==> src/rtl/voice_scheduler.sv <==
// Voice allocator: retrigger same note, else lowest free voice, else steal the oldest active voice.
// Latency: the voice bus updates NUM_VOICES+1 edges after the accept edge; trig_out pulses for one cycle.
// Backpressure: ev_ready is high only in IDLE, so at most one event is accepted every NUM_VOICES+2 cycles.
module voice_scheduler #(
  parameter int NUM_VOICES = 8
) (
  input  logic                         clk,
  input  logic                         rst,
  input  logic                         ev_valid,
  output logic                         ev_ready,
  input  logic                         ev_on,
  input  logic [6:0]                   ev_note,
  input  logic [6:0]                   ev_vel,
  input  logic                         all_off,
  output logic [NUM_VOICES-1:0]        on_out,
  output logic [NUM_VOICES-1:0][6:0]   note_out,
  output logic [NUM_VOICES-1:0][2:0]   velocity_out,
  output logic [NUM_VOICES-1:0]        trig_out,
  output logic                         busy
);

  localparam int IW = $clog2(NUM_VOICES);
  localparam logic [IW-1:0] LAST_IDX = IW'(NUM_VOICES - 1);
  localparam logic [IW-1:0] AGE_MAX  = IW'(NUM_VOICES - 1);

  typedef enum logic [1:0] {
    S_IDLE  = 2'd0,
    S_SCAN  = 2'd1,
    S_APPLY = 2'd2
  } state_t;

  state_t state_q, state_d;

  // Latched event; ev_on_q already folds velocity 0 into note-off
  logic          ev_on_q,   ev_on_d;
  logic [6:0]    ev_note_q, ev_note_d;
  logic [2:0]    ev_vel_q,  ev_vel_d;

  // Scan position and results
  logic [IW-1:0]         scan_idx_q,   scan_idx_d;
  logic [NUM_VOICES-1:0] match_mask_q, match_mask_d;
  logic                  match_vld_q,  match_vld_d;
  logic [IW-1:0]         match_idx_q,  match_idx_d;
  logic                  free_vld_q,   free_vld_d;
  logic [IW-1:0]         free_idx_q,   free_idx_d;
  logic                  old_vld_q,    old_vld_d;
  logic [IW-1:0]         old_idx_q,    old_idx_d;
  logic [IW-1:0]         old_age_q,    old_age_d;

  // Voice table
  logic [NUM_VOICES-1:0]          on_q,   on_d;
  logic [NUM_VOICES-1:0][6:0]     note_q, note_d;
  logic [NUM_VOICES-1:0][2:0]     vel_q,  vel_d;
  logic [NUM_VOICES-1:0][IW-1:0]  age_q,  age_d;
  logic [NUM_VOICES-1:0]          trig_q, trig_d;

  logic          accept;
  logic [IW-1:0] target_idx;

  assign accept = ev_valid && (state_q == S_IDLE) && !all_off;

  // State register
  always_ff @(posedge clk) begin
    if (rst) begin
      state_q <= S_IDLE;
    end else begin
      state_q <= state_d;
    end
  end

  // Next-state logic; all_off returns to IDLE from anywhere
  always_comb begin
    state_d = state_q;
    if (all_off) begin
      state_d = S_IDLE;
    end else begin
      case (state_q)
        S_IDLE:  if (ev_valid) state_d = S_SCAN;
        S_SCAN:  if (scan_idx_q == LAST_IDX) state_d = S_APPLY;
        S_APPLY: state_d = S_IDLE;
        default: state_d = S_IDLE;
      endcase
    end
  end

  // Handshake and status decoded straight from state
  always_comb begin
    ev_ready = (state_q == S_IDLE);
    busy     = (state_q != S_IDLE);
  end

  // Event latch and sequential scan of one voice per cycle
  always_comb begin
    ev_on_d      = ev_on_q;
    ev_note_d    = ev_note_q;
    ev_vel_d     = ev_vel_q;
    scan_idx_d   = scan_idx_q;
    match_mask_d = match_mask_q;
    match_vld_d  = match_vld_q;
    match_idx_d  = match_idx_q;
    free_vld_d   = free_vld_q;
    free_idx_d   = free_idx_q;
    old_vld_d    = old_vld_q;
    old_idx_d    = old_idx_q;
    old_age_d    = old_age_q;
    if (accept) begin
      ev_on_d      = ev_on && (ev_vel != 7'd0);
      ev_note_d    = ev_note;
      ev_vel_d     = ev_vel[6:4];
      scan_idx_d   = '0;
      match_mask_d = '0;
      match_vld_d  = 1'b0;
      match_idx_d  = '0;
      free_vld_d   = 1'b0;
      free_idx_d   = '0;
      old_vld_d    = 1'b0;
      old_idx_d    = '0;
      old_age_d    = '0;
    end else if (state_q == S_SCAN && !all_off) begin
      scan_idx_d = scan_idx_q + IW'(1);
      if (on_q[scan_idx_q]) begin
        if (note_q[scan_idx_q] == ev_note_q) begin
          match_mask_d[scan_idx_q] = 1'b1;
          if (!match_vld_q) begin
            match_vld_d = 1'b1;
            match_idx_d = scan_idx_q;
          end
        end
        // Strictly greater keeps the lowest index on equal ages
        if (!old_vld_q || (age_q[scan_idx_q] > old_age_q)) begin
          old_vld_d = 1'b1;
          old_idx_d = scan_idx_q;
          old_age_d = age_q[scan_idx_q];
        end
      end else if (!free_vld_q) begin
        free_vld_d = 1'b1;
        free_idx_d = scan_idx_q;
      end
    end
  end

  // Note-on target: retrigger, else lowest free, else steal oldest
  always_comb begin
    if (match_vld_q) begin
      target_idx = match_idx_q;
    end else if (free_vld_q) begin
      target_idx = free_idx_q;
    end else begin
      target_idx = old_idx_q;
    end
  end

  // Voice table update in APPLY; all_off clears on flags and ages
  always_comb begin
    on_d   = on_q;
    note_d = note_q;
    vel_d  = vel_q;
    age_d  = age_q;
    trig_d = '0;
    if (all_off) begin
      on_d  = '0;
      age_d = '0;
    end else if (state_q == S_APPLY) begin
      for (int v = 0; v < NUM_VOICES; v++) begin
        if (ev_on_q) begin
          if (IW'(v) == target_idx) begin
            on_d[v]   = 1'b1;
            note_d[v] = ev_note_q;
            vel_d[v]  = ev_vel_q;
            age_d[v]  = '0;
            trig_d[v] = 1'b1;
          end else if (on_q[v] && (age_q[v] != AGE_MAX)) begin
            age_d[v] = age_q[v] + IW'(1);
          end
        end else if (match_mask_q[v]) begin
          on_d[v]  = 1'b0;
          age_d[v] = '0;
        end
      end
    end
  end

  // Datapath and voice-table registers
  always_ff @(posedge clk) begin
    if (rst) begin
      ev_on_q      <= 1'b0;
      ev_note_q    <= '0;
      ev_vel_q     <= '0;
      scan_idx_q   <= '0;
      match_mask_q <= '0;
      match_vld_q  <= 1'b0;
      match_idx_q  <= '0;
      free_vld_q   <= 1'b0;
      free_idx_q   <= '0;
      old_vld_q    <= 1'b0;
      old_idx_q    <= '0;
      old_age_q    <= '0;
      on_q         <= '0;
      note_q       <= '0;
      vel_q        <= '0;
      age_q        <= '0;
      trig_q       <= '0;
    end else begin
      ev_on_q      <= ev_on_d;
      ev_note_q    <= ev_note_d;
      ev_vel_q     <= ev_vel_d;
      scan_idx_q   <= scan_idx_d;
      match_mask_q <= match_mask_d;
      match_vld_q  <= match_vld_d;
      match_idx_q  <= match_idx_d;
      free_vld_q   <= free_vld_d;
      free_idx_q   <= free_idx_d;
      old_vld_q    <= old_vld_d;
      old_idx_q    <= old_idx_d;
      old_age_q    <= old_age_d;
      on_q         <= on_d;
      note_q       <= note_d;
      vel_q        <= vel_d;
      age_q        <= age_d;
      trig_q       <= trig_d;
    end
  end

  assign on_out       = on_q;
  assign note_out     = note_q;
  assign velocity_out = vel_q;
  assign trig_out     = trig_q;

endmodule

==> config.mk <==
export PLATFORM = sky130hd
export DESIGN_NAME = voice_scheduler
export DESIGN_NICKNAME = d
export VERILOG_FILES = /design/src/rtl/voice_scheduler.sv
export SDC_FILE = /design/constraint.sdc
export NUM_CORES = 1
export LEC_CHECK = 0
export ABC_AREA = 1
export CAP_MARGIN = 10
export CORE_MARGIN = 2
export CORE_UTILIZATION = 40
export CTS_BUF_LIST = sky130_fd_sc_hd__clkbuf_8
export DETAILED_ROUTE_END_ITERATION = 10
export PLACE_DENSITY = 0.71
export SKIP_LAST_GASP = 1
export SYNTH_ARGS = -nofsm -noshare
export SYNTH_HDL_FRONTEND = slang
export SYNTH_SLANG_ARGS = --single-unit
==> constraint.sdc <==
create_clock -name clk -period 2.3 [get_ports clk]
set_input_delay 0.46 -clock clk [delete_from_list [all_inputs] [get_ports clk]]
set_output_delay 0.46 -clock clk [all_outputs]
set_load 0.05 [all_outputs]
======== Word level (Yosys, flattened, before mapping) ========
Cells that the tools add are included.
word-level totals
  register bits after elaboration ......... 159
  bits in latches ......................... 0
  bits in writable memories ............... 0
  memory bits (read-only) ................. 0
  bits of input ports ..................... 19
  output and inout port bits .............. 98
  logic and storage cells ................. 240
  memories kept ........................... 0
operators by class
  add/sub/neg operators ................... 9
  multipliers ............................. 0
  div/mod/pow operators ................... 0
  $lt $le $gt $ge ......................... 3
  equality and inequality tests ........... 37
  shifts and indexed selects .............. 0
  muxes and demuxes ....................... 77
  bitwise operators ....................... 7
  reductions and logical operators ........ 61
operator list
  operator                                               count
  2-to-1 mux 3 bit                                       35
  AND reduction 3 bit                                    19
  AND reduction 4 bit                                    9
  2-to-1 mux 1 bit                                       34
  adder 3 x 1 -> 3 bit, second input constant            9
  inequality test 3 x 1 -> 1 bit, second input constant  8
  inequality test 3 bit, second input constant           8
  binary-select mux 7 bit (select 3 bit)                 1
  nonzero test 2 bit                                     9
  inequality test 2 x 1 -> 1 bit, second input constant  8
  logical AND 1 bit                                      13
  == test 3 bit, first input constant                    4
  binary-select mux 3 bit (select 3 bit)                 1
  OR 8 bit                                               1
  == test 7 bit                                          1
  2-to-1 mux 7 bit                                       1
  nonzero test 7 bit                                     1
  == test 2 x 3 -> 1 bit, first input constant           2
  NOT 1 bit                                              6
  < comparator 3 x 4 -> 1 bit, second input constant     1
  2-to-1 mux 2 bit                                       2
  inequality test 2 bit, second input constant           2
  case mux 2 bit (2 select lines)                        1
  AND reduction 2 bit                                    2
  other kinds (14)                                       16

======== Logic depth before layout (Yosys ltp) ========
Gate-level depths: netlist (run 1).
  word-level depth ........................ 5
  mapped depth ............................ 18
  depth with buffers taken out ............ 17

======== Least setup slack after synthesis (run 1) ========
OpenSTA, ideal clock, no wires.
  path type ............................... reg2reg
  start ................................... register scan_idx_q[1]
  end ..................................... register old_idx_q[2]
  setup time .............................. 124 ps
  data arrival time ....................... 2159 ps
  required time ........................... 2176 ps
  slack ................................... 17 ps
  cell stages (with the launch flop) ...... 18
  path buffers ............................ 1
  clock period less this slack ............ 2283 ps
  cells stage by stage .................... dfxtp_1 > buf_4 > nand2_1 > inv_2 > nand2_1 > inv_1 > nand2_1 > o21ai_0 > a221oi_1 > nand4_1 > ha_1 > nand2_1 > o21ai_0 > nand2_1 > nand2_1 > nand2_1 > o21ai_0 > a21oi_1
on the way
  longest elaborated chain between the ends .. 5
  elaborated cells on any way between the ends .. 7
  those cells by class .................... 1 x order compare; 4 x mux; 2 x reduce/logical
ends and longest elaborated chain
  item                                    RTL line  text
  from (decl)                             40        logic [IW-1:0] scan_idx_q, scan_idx_d;
  from (signal assigned)                  207       scan_idx_q <= scan_idx_d;
  binary-select mux 3 bit (select 3 bit)  130       if (!old_vld_q || (age_q[scan_idx_q] > old_age_q)) begin
  2-to-1 mux 3 bit (not written as such)  130
  greater-than comparator 3 bit           130
  logical OR 1 bit                        130
  AND reduction 3 bit (no line) *         -
  to (signal assigned)                    214       old_idx_q <= old_idx_d;
  to (decl)                               47        logic [IW-1:0] old_idx_q, old_idx_d;
Mark *: on every way between the ends. The rest lies on a longest branch, timed or not. The select of a mux whose other input is x is not followed.
A chain may end at the register's enable or synchronous reset.

======== Worst setup path after layout (run 1) ========
  start ................................... register scan_idx_q[2]
  end ..................................... register old_idx_q[0]
Same word-level chain as after synthesis.

==> impl_results.rst, run 1 <==
.. list-table::
   :header-rows: 1

   * - Metric
     - Value
   * - Run status
     - complete, no violations
   * - Upper clock frequency limit
     - between 400 and 500 MHz
   * - Number of enable-type register cells in the synthesized netlist
     - 0
   * - Detailed Route WL
     - around 22000 um
   * - Clock network latency to the later pin of the worst-skew pair
     - 0.48 ns
   * - Worst slew margin relative to its limit
     - around 63%
   * - Syn_nets
     - 1036
   * - Maximum number of pins on one net before global-route repair
     - 48
   * - Fin. max-slew vios
     - 0
   * - Maximum count of clock buffers along a single path
     - 2
   * - Library cell used as clock root buffer
     - sky130_fd_sc_hd__clkbuf_8
   * - Total global-route track usage
     - 22.8%
   * - Routed length per instance
     - 16.1 um
   * - CTS tree
     - yes
   * - Most numerous cell types in the synthesized netlist
     - sky130_fd_sc_hd__nand2_1 (208), sky130_fd_sc_hd__dfxtp_1 (159), sky130_fd_sc_hd__inv_1 (114)
   * - Diodes inserted
     - 0
   * - Number of warning messages in the yosys log
     - 0
   * - Switching power
     - 1.47 mW
   * - Flop and latch count out of synthesis
     - between 150 and 200
   * - Area enclosed by the die boundary
     - about 19000 um^2
   * - Post-layout nets
     - 1176
   * - Floorplan row count
     - 49
   * - Worst Hold Class
     - flip-flop to flip-flop
   * - Final period demand of the worst path
     - 2.23 ns
   * - Cell with the most instances after synthesis
     - sky130_fd_sc_hd__nand2_1
   * - Residual DRC count
     - 0
   * - Hold WS
     - 0.457 ns
   * - Combinational cell fraction of total power
     - 5.2%
   * - Vias per Instance
     - 5.09
   * - Internal power contribution
     - 3.78 mW
   * - Required time of the worst setup path
     - 2.71 ns
   * - Overall via count from detail_route
     - 7009
   * - Cell types with the largest area share after synthesis
     - sky130_fd_sc_hd__dfxtp_1 (44%), sky130_fd_sc_hd__nand2_1 (11%), sky130_fd_sc_hd__a21oi_1 (7.0%), sky130_fd_sc_hd__inv_1 (5.9%), sky130_fd_sc_hd__o21ai_0 (5.4%)
   * - Number of fillers in the final layout
     - 1746
   * - Number of DRC markers in iteration 0
     - 390
   * - Register share of total power
     - 52.8%
   * - Worst-Margin Slew
     - 0.549 ns
   * - Final setup skew
     - 0.0198 ns
   * - Final setup viols
     - 0
   * - Initial core utilization
     - between 40 and 50%
   * - Die span in y
     - about 140 um
   * - Data arrival at the endpoint of the critical path
     - 2.64 ns
   * - Number of library cell types mapped by synthesis
     - 35
   * - Via count of the first global-routing pass
     - 6514
   * - Switching power share of the total
     - 28.0%
   * - Post-synth top flop
     - sky130_fd_sc_hd__dfxtp_1
   * - Kind of critical path
     - flip-flop to flip-flop
   * - Final clock period utilization by the worst path
     - 96.9%
   * - Category of the worst setup path capture point
     - flip-flop
   * - Clock share of power
     - 42.0%
   * - First-pass GRT wire length
     - 35000 um
   * - CTS HTree Levels
     - 4
   * - Nature of the critical path startpoint
     - flip-flop
   * - Sink count of the clock tree
     - 159
   * - Number of violations of the max-capacitance limit
     - 0
   * - Port Buffers
     - 116
   * - Total power per unit cell area
     - 553 nW/um^2
   * - Average cell area after synthesis
     - 7.31 um^2
   * - Fraction of layout instances using a drive strength above 1
     - approximately 13%
   * - Synth-to-layout area growth
     - 30.4%
   * - Half-perimeter wire length after placement
     - 16200 um
   * - Leakage
     - ~3.8 nW
   * - Antenna violations before repair
     - 0
   * - RSZ-0062 raised after global routing
     - true
   * - Area share of the largest cell type after synthesis
     - between 40% and 50%
   * - Global route overflow
     - 0
   * - Share of synthesized area occupied by flip-flops and latches
     - between 40% and 50%
   * - Worst supply voltage drop on vdd
     - 0.370 mV
   * - Cell accounting for the most synthesized area
     - sky130_fd_sc_hd__dfxtp_1
   * - Synthesized cell area
     - just over 7000 um^2
   * - CTS Buf Count
     - 17
   * - Final hold violation count
     - 0
   * - Io pins
     - 117
   * - CORE AREA
     - 17900 um^2
   * - Horizontal die dimension
     - between 100 and 150 um
   * - Final cell utilization of the core
     - 53.0%
   * - RePlAce Congestion
     - 0.917
   * - Number of iterations in the first detailed-routing pass
     - 5
   * - Number of nets with antenna violations after routing
     - 0
   * - Gate Count Post-Synth
     - 996
   * - Clk pin slew, worst setup/hold paths
     - around 0.09 ns
   * - Async set-reset flop share out of synthesis
     - 0%
   * - Maximum net fanout on the critical path
     - 5
flip-flops by register name (all words and copies together) (netlist names), 7 cells and up:
name          cells
note_out         56
age_q            24
velocity_out     24
match_mask_q      8
on_out            8
trig_out          8
ev_note_q         7
through the flow:
step                      std cells  instance area [um^2]  power (mW)  TNS, ns  setup WS [ns]
final                          1378                  9490        5.25        0         0.0715
after global routing           1378                  9490        5.43   -0.278        -0.0837
after CTS                      1377                  9370        5.29        0        0.00128
after detailed placement       1344                  8920        3.11   -0.960         -0.207
after global placement         1344                  8920        3.11   -0.246        -0.0751
after floorplan                 996                  7280        3.00        0         0.0171
cells by family after synthesis:
group | synth area share, %
AND/OR/NAND/NOR | 23.8
adder cells (fa/ha/maj) | 3.61
flip-flops | 43.7
buffers and inverters | 9.93
AO/OA/AOI/OAI | 19.0
metal layers:
metal | GRT usage [%] | up-vias | wire length [um]
met5 | 0 | - | 0
met4 | 8.19 | 0 | 519
met3 | 4.18 | 38 | 1120
met2 | 36.7 | 199 | 10400
met1 | 30.7 | 3215 | 10100
li1 | - | 3557 | -
power by group through the flow:
stage / combinational, mW / clock (mW) / sequential, mW
2_1_floorplan: 0.162 / 0 / 2.84
3_3_place_gp: 0.268 / 0 / 2.84
3_5_place_dp: 0.269 / 0 / 2.84
4_1_cts: 0.269 / 2.24 / 2.77
5_1_grt: 0.298 / 2.36 / 2.78
6_report: 0.272 / 2.21 / 2.77
final cells by class:
cell class | count | area, um^2 | share of cell area [%]
Timing Repair Buffer | 166 | 1620 | 17.0
Tap cell | 229 | 287 | 3.02
Sequential cell | 159 | 3190 | 33.6
Clock buffer | 17 | 234 | 2.46
Multi-Input combinational cell | 663 | 3490 | 36.8
Clock inverter | 15 | 184 | 1.94
Inverter | 129 | 487 | 5.13
cells in the final DEF, fill, tap and decap left out, drive strengths merged:
cell type        n
clkinvlp         1
nor2            98
nor3            10
o311ai           6
dfxtp          159
clkdlybuf4s50  114
nor4             1
o21ai           85
nand3b           4
o22ai            5
nand3           68
inv            134
a221oi           2
buf             50
clkbuf          17
nand2          209
or2              7
a211oi          30
ha              21
o211ai           2
a22oi            2
o21a             3
a31oi            1
dlygate4sd2      2
clkinv           8
nand4            7
bufinv           1
a21oi          102
critical path, stage by stage (launching register included):
cell	delay [ns]
sky130_fd_sc_hd__dfxtp_4	0.39
sky130_fd_sc_hd__nand2_2	0.09
sky130_fd_sc_hd__inv_2	0.04
sky130_fd_sc_hd__nand2_1	0.07
sky130_fd_sc_hd__inv_2	0.05
sky130_fd_sc_hd__nand2_2	0.05
sky130_fd_sc_hd__o21ai_2	0.05
sky130_fd_sc_hd__a221oi_2	0.16
sky130_fd_sc_hd__nand4_1	0.21
sky130_fd_sc_hd__ha_4	0.34
sky130_fd_sc_hd__nand2_2	0.04
sky130_fd_sc_hd__o21ai_1	0.11
sky130_fd_sc_hd__nand2_1	0.10
sky130_fd_sc_hd__nand2_4	0.12
sky130_fd_sc_hd__buf_6	0.12
sky130_fd_sc_hd__nand3_2	0.09
sky130_fd_sc_hd__a21oi_2	0.14
final timing paths:
path	startpoint	end	slack, ns	depth (start not counted)
setup reg to reg	scan_idx_q[2]$_SDFFE_PP0P_	old_idx_q[0]$_SDFFE_PP0P_	0.07	16
hold reg to reg	free_idx_q[1]$_SDFFE_PP0P_	free_idx_q[1]$_SDFFE_PP0P_	0.46	2
setup / recovery	scan_idx_q[2]$_SDFFE_PP0P_	old_idx_q[0]$_SDFFE_PP0P_	0.07	16
hold / removal	free_idx_q[1]$_SDFFE_PP0P_	free_idx_q[1]$_SDFFE_PP0P_	0.46	2
timing repair:
item | in CTS | in global routing
gates resized for setup | 10 | 31
hold endpoints to repair | 0 | 0
hold buffers | 0 | 0
setup endpoints to repair | 8 | 14
gates cloned | 0 | 1
setup buffers | 1 | 0
pin swaps | 3 | 16
Note: power is estimated with default switching activity, not from simulation.
==> inputs of run 2 (changes only) <==
--- a/config.mk
+++ b/config.mk
@@ -10,6 +10,7 @@
 export CORE_MARGIN = 2
 export CORE_UTILIZATION = 40
 export CTS_BUF_LIST = sky130_fd_sc_hd__clkbuf_8
+export CTS_CLUSTER_SIZE = 8
 export DETAILED_ROUTE_END_ITERATION = 10
 export PLACE_DENSITY = 0.71
 export SKIP_LAST_GASP = 1
==> results of run 2 <==
Same layout as run 1: the final DEF is identical, and so are final timing and power.
